--- src/rtl/sl_transmitter.sv ---
// Two-line serial transmitter: each bit is a low pulse on sl1 (one) or sl0 (zero),
// followed by an odd-parity symbol, a stop symbol on both lines and an idle gap.
module sl_transmitter #(
    parameter int PULSE_LEN = 16,
    parameter int GAP_LEN   = 16,
    parameter int IDLE_LEN  = 16
) (
    input  logic        clk,
    input  logic        reset,
    input  logic [31:0] tx_data,
    input  logic [5:0]  tx_len,
    input  logic        tx_valid,
    output logic        tx_ready,
    output logic        tx_done,
    output logic        tx_err,
    output logic        sl0,
    output logic        sl1
);

    typedef enum logic [2:0] {
        IDLE,
        DATA_LOW,
        DATA_HIGH,
        PAR_LOW,
        PAR_HIGH,
        STOP_LOW,
        STOP_HIGH,
        GAP
    } state_t;

    localparam logic [7:0] P_LD = 8'(PULSE_LEN - 1);
    localparam logic [7:0] G_LD = 8'(GAP_LEN - 1);
    localparam logic [7:0] I_LD = 8'(IDLE_LEN - 1);

    state_t      state;
    logic [7:0]  cnt;
    logic [5:0]  bit_idx;
    logic [5:0]  len;
    logic [31:0] data;
    logic        par;

    logic [31:0] mask;
    logic [31:0] masked;
    logic        legal;

    always_comb begin
        mask = '1;
        if (tx_len < 6'd32) mask = (32'd1 << tx_len) - 32'd1;
        masked = tx_data & mask;
        legal  = (tx_len >= 6'd8) && (tx_len <= 6'd32);
    end

    // data holds the bits still to be sent, already shifted past the one on the line
    always_ff @(posedge clk or negedge reset) begin
        if (!reset) begin
            state    <= IDLE;
            cnt      <= '0;
            bit_idx  <= '0;
            len      <= '0;
            data     <= '0;
            par      <= 1'b0;
            sl0      <= 1'b1;
            sl1      <= 1'b1;
            tx_ready <= 1'b1;
            tx_done  <= 1'b0;
            tx_err   <= 1'b0;
        end else begin
            tx_done <= 1'b0;
            tx_err  <= 1'b0;
            unique case (state)
                IDLE: begin
                    if (tx_valid) begin
                        if (legal) begin
                            data     <= masked >> 1;
                            len      <= tx_len;
                            par      <= ~^masked;
                            bit_idx  <= '0;
                            cnt      <= P_LD;
                            sl0      <= masked[0];
                            sl1      <= ~masked[0];
                            tx_ready <= 1'b0;
                            state    <= DATA_LOW;
                        end else begin
                            tx_err <= 1'b1;
                        end
                    end
                end
                DATA_LOW: begin
                    if (cnt != 8'd0) cnt <= cnt - 8'd1;
                    else begin
                        sl0   <= 1'b1;
                        sl1   <= 1'b1;
                        cnt   <= G_LD;
                        state <= DATA_HIGH;
                    end
                end
                DATA_HIGH: begin
                    if (cnt != 8'd0) cnt <= cnt - 8'd1;
                    else begin
                        cnt <= P_LD;
                        if (bit_idx == len - 6'd1) begin
                            sl0   <= par;
                            sl1   <= ~par;
                            state <= PAR_LOW;
                        end else begin
                            bit_idx <= bit_idx + 6'd1;
                            data    <= data >> 1;
                            sl0     <= data[0];
                            sl1     <= ~data[0];
                            state   <= DATA_LOW;
                        end
                    end
                end
                PAR_LOW: begin
                    if (cnt != 8'd0) cnt <= cnt - 8'd1;
                    else begin
                        sl0   <= 1'b1;
                        sl1   <= 1'b1;
                        cnt   <= G_LD;
                        state <= PAR_HIGH;
                    end
                end
                PAR_HIGH: begin
                    if (cnt != 8'd0) cnt <= cnt - 8'd1;
                    else begin
                        sl0   <= 1'b0;
                        sl1   <= 1'b0;
                        cnt   <= P_LD;
                        state <= STOP_LOW;
                    end
                end
                STOP_LOW: begin
                    if (cnt != 8'd0) cnt <= cnt - 8'd1;
                    else begin
                        sl0   <= 1'b1;
                        sl1   <= 1'b1;
                        cnt   <= G_LD;
                        state <= STOP_HIGH;
                    end
                end
                STOP_HIGH: begin
                    if (cnt != 8'd0) cnt <= cnt - 8'd1;
                    else begin
                        cnt   <= I_LD;
                        state <= GAP;
                    end
                end
                GAP: begin
                    if (cnt != 8'd0) cnt <= cnt - 8'd1;
                    else begin
                        tx_ready <= 1'b1;
                        tx_done  <= 1'b1;
                        state    <= IDLE;
                    end
                end
                default: state <= IDLE;
            endcase
        end
    end

endmodule

--- config.mk ---
export PLATFORM = sky130hd
export DESIGN_NAME = sl_transmitter
export DESIGN_NICKNAME = d
export VERILOG_FILES = /design/src/rtl/sl_transmitter.sv
export SDC_FILE = /design/constraint.sdc
export NUM_CORES = 1
export LEC_CHECK = 0
export ABC_CLOCK_PERIOD_IN_PS = 7770
export CORE_ASPECT_RATIO = 0.8
export CORE_MARGIN = 5
export CORE_UTILIZATION = 62
export DETAILED_ROUTE_END_ITERATION = 10
export HOLD_SLACK_MARGIN = 0.02
export PLACE_DENSITY = 0.95
export SYNTH_ARGS = -nofsm -noshare
export SYNTH_HDL_FRONTEND = slang
export SYNTH_SLANG_ARGS = --single-unit
export TNS_END_PERCENT = 50
--- constraint.sdc ---
create_clock -name clk -period 7.77 [get_ports clk]
set_clock_uncertainty 0.1 [all_clocks]
set_input_delay 1.1655 -clock clk [delete_from_list [all_inputs] [get_ports clk]]
set_output_delay 1.1655 -clock clk [all_outputs]
set_load 0.01 [all_outputs]
==> out/qor.yml <==
drtIter0Drc: 404
use_met3_pct: 7.60
cts-hold-fix-buffers: 0
setup_viol: 0
ios: 46
via_count: 4011
io_buffers: 45
synth_xor_area_share_pct: 10.5
post_cts_buffers: 0
ys.warnings.count: 0
rsz0062_at_grt: "no"
netlist_instances: 486
hold_path_class: "reg2reg"
period_minus_slack_ns: 5.76
synth_nets: 532
start_util_pct: 62.7
tightestPinTransition_ns: 0.999
ctsResizeCount: 0
overflow: 0
n_antenna_cell: 0
grt_pass1_vias: 3833
netlist.top_cell.by_area: "dfrtp_1"
numCtsBuffers: 9
grt_pass1_wl_um: 19200
groute.layer.met1.usage_pct: 40.1
clock_latency_ns: 0.35
max_freq_ghz: 0.174
clock_sinks: 60
clock_path_buffers: 2
ys_seq_area_share_pct: 35.5
die-area_um2: 8590
run_status: "complete, no violations"
synth_area_per_cell_um2: 8.71
ys_ff_latch: 60
wl_um: 12000
wl_per_cell_um: 19.9
core_um2: 6760
placed_cell_area_um2: 4660
drive_above_1_share_pct: 12.0
endpoint_kind: "register"
synth_cell_type_count: 73
use_met2_pct: 42.4
drtAntennaViolNets: 0
vias_per_cell: 6.64
antenna_found_initial: 0
start_kind: "input port"
synthArstFlopShare_pct: 100
final_nets: 558
period_share_pct: 74.1
leakage_nw: 1.95
critPathMaxFanout: 30
die_w_um: 102
route.detailed.drc: 0
synth_area_leaders: "dfrtp_1 34%, xnor2_1 5.6%, o21ai_0 5.6%, nand2_1 4.1%, nor2_1 3.8%"
hold_viol_final: 0
maxSlewHeadroom_pct: 33.2
root_buffer: "clkbuf_8"
clkTransAtPathRegs_ns: 0.08
synth_top_family_by_area: "compound AO/OA/AOI/OAI gates"
synthFlopType: "dfrtp_1"
first_pass_iters: 5
maxSlewViolCount: 0
routabilityCongestion: 0.952
areaGrowthSynthToFinish_pct: 14.8
arrival_ns: 5.90
synth-simple-area-share_pct: 19.2
syn-cell-area_um2: 4240
final_area_um2: 4860
maxCapViolCount: 0
peakVddDrop_uv: 269
h-tree-depth: 3
grt_max_degree: 55
power_mw: 1.40
cp_data_required_time_ns: 7.91
hpwlAfterDp_um: 8550
utilization_pct: 72.0
die_h_um: 83.9
tritoncts: "built"
rows: 27
critical_path_class: "in2reg"
setup_tns_ns: 0
powerDensity_nw_per_um2: 288
synth_edf_count: 0
grt_busiest_layer: "met2"
synth-adder-area-share_pct: 1.48
synthMuxAreaShare_pct: 2.39
yosysTopAreaCellShare_pct: 33.7
synth_compound_area_share_pct: 25.6
grt_usage_pct: 28.6
==> power breakdown <==
group	total [mW]	switching (mW)	internal, mW
clock	0.290	0.134	0.156
sequential	0.533	0.102	0.431
combinational	0.576	0.301	0.275
==> registers in the layout (all words and copies together) (netlist names) <==
name      count
tx_ready      1
state         3
tx_err        1
len           6
data         31
sl1           1
tx_done       1
bit_idx       6
cnt           8
sl0           1
par           1
==> Yosys cell counts, types with 10 or more instances <==
master / n
a21oi_1: 26
buf_2: 14
clkbuf_1: 17
dfrtp_1: 57
inv_1: 10
nand2_1: 46
nand3_1: 15
nor2_1: 43
nor3_1: 12
o21ai_0: 47
o21ai_1: 15
o221a_2: 11
xnor2_1: 27
==> critical path, stage by stage <==
cell	delay, ns
clkdlybuf4s50_1	0.93
or2_1	0.59
or4_1	0.53
ha_1	0.51
or3b_1	0.51
a21oi_1	0.14
o311a_1	0.20
xnor2_1	0.15
xnor2_1	0.18
xnor3_1	0.34
xnor3_1	0.36
mux2_4	0.26
==> layout by cell type, fill, tap and decap left out, drive strengths merged, types with 10 or more instances in the layout <==
cell type / count
clkbuf: 10
clkdlybuf4s50: 44
nor2: 43
nand2: 46
o21ai: 64
nand3: 15
o221a: 11
inv: 11
a21oi: 27
xnor2: 29
nor3: 13
dfrtp: 57
==> path summary, 6_finish.rpt <==
path,from,endpoint,slack (ns),depth (start not counted)
hold / removal,cnt[3],cnt[3],0.38,1
setup / recovery,tx_len[4],par,2.01,12
hold reg to reg,cnt[3],cnt[3],0.38,1
setup reg to reg,len[0],data[21],4.83,10
max in group asynchronous,reset,data[9],6.13,2
min in group asynchronous,reset,data[13],0.54,1
==> logic make-up (layout without fill, tap and decap cells) <==
| kind of cell | Yosys count | in the layout |
|---|---|---|
| fa+ha+maj | 5 | 5 |
| flops | 60 | 60 |
| simple gates | 168 | 168 |
| compound gates | 156 | 156 |
| mux | 9 | 9 |
| buf+inv | 47 | 78 |
| xor+xnor | 41 | 41 |
==> metal layers <==
layer | part of all wire, % | up-vias
li1 | - | 1808
met1 | 41 | 1929
met2 | 45 | 231
met3 | 10 | 43
met4 | 3.2 | 0
met5 | 0 | -
==> area by class of cell <==
cell class / count / area [um^2]
multi-input combinational: 379 / 2510
timing repair buffer: 51 / 490
inverter: 11 / 41.3
sequential: 60 / 1510
tap: 87 / 109
fill: 515 / 1890
clock buffer: 10 / 138
clock inverter: 6 / 63.8
==> through the flow <==
| stage | hold WS (ns) | setup slack [ns] | std cells |
|---|---|---|---|
| 2_1_floorplan | 0.349 | 3.23 | 486 |
| 3_3_place_gp | 0.362 | 1.87 | 588 |
| 3_5_place_dp | 0.372 | 1.73 | 588 |
| 4_1_cts | 0.382 | 2.12 | 604 |
| 5_1_grt | 0.403 | 1.83 | 604 |
| 6_report | 0.380 | 2.01 | 604 |
Note: power is estimated with default switching activity, not from simulation.
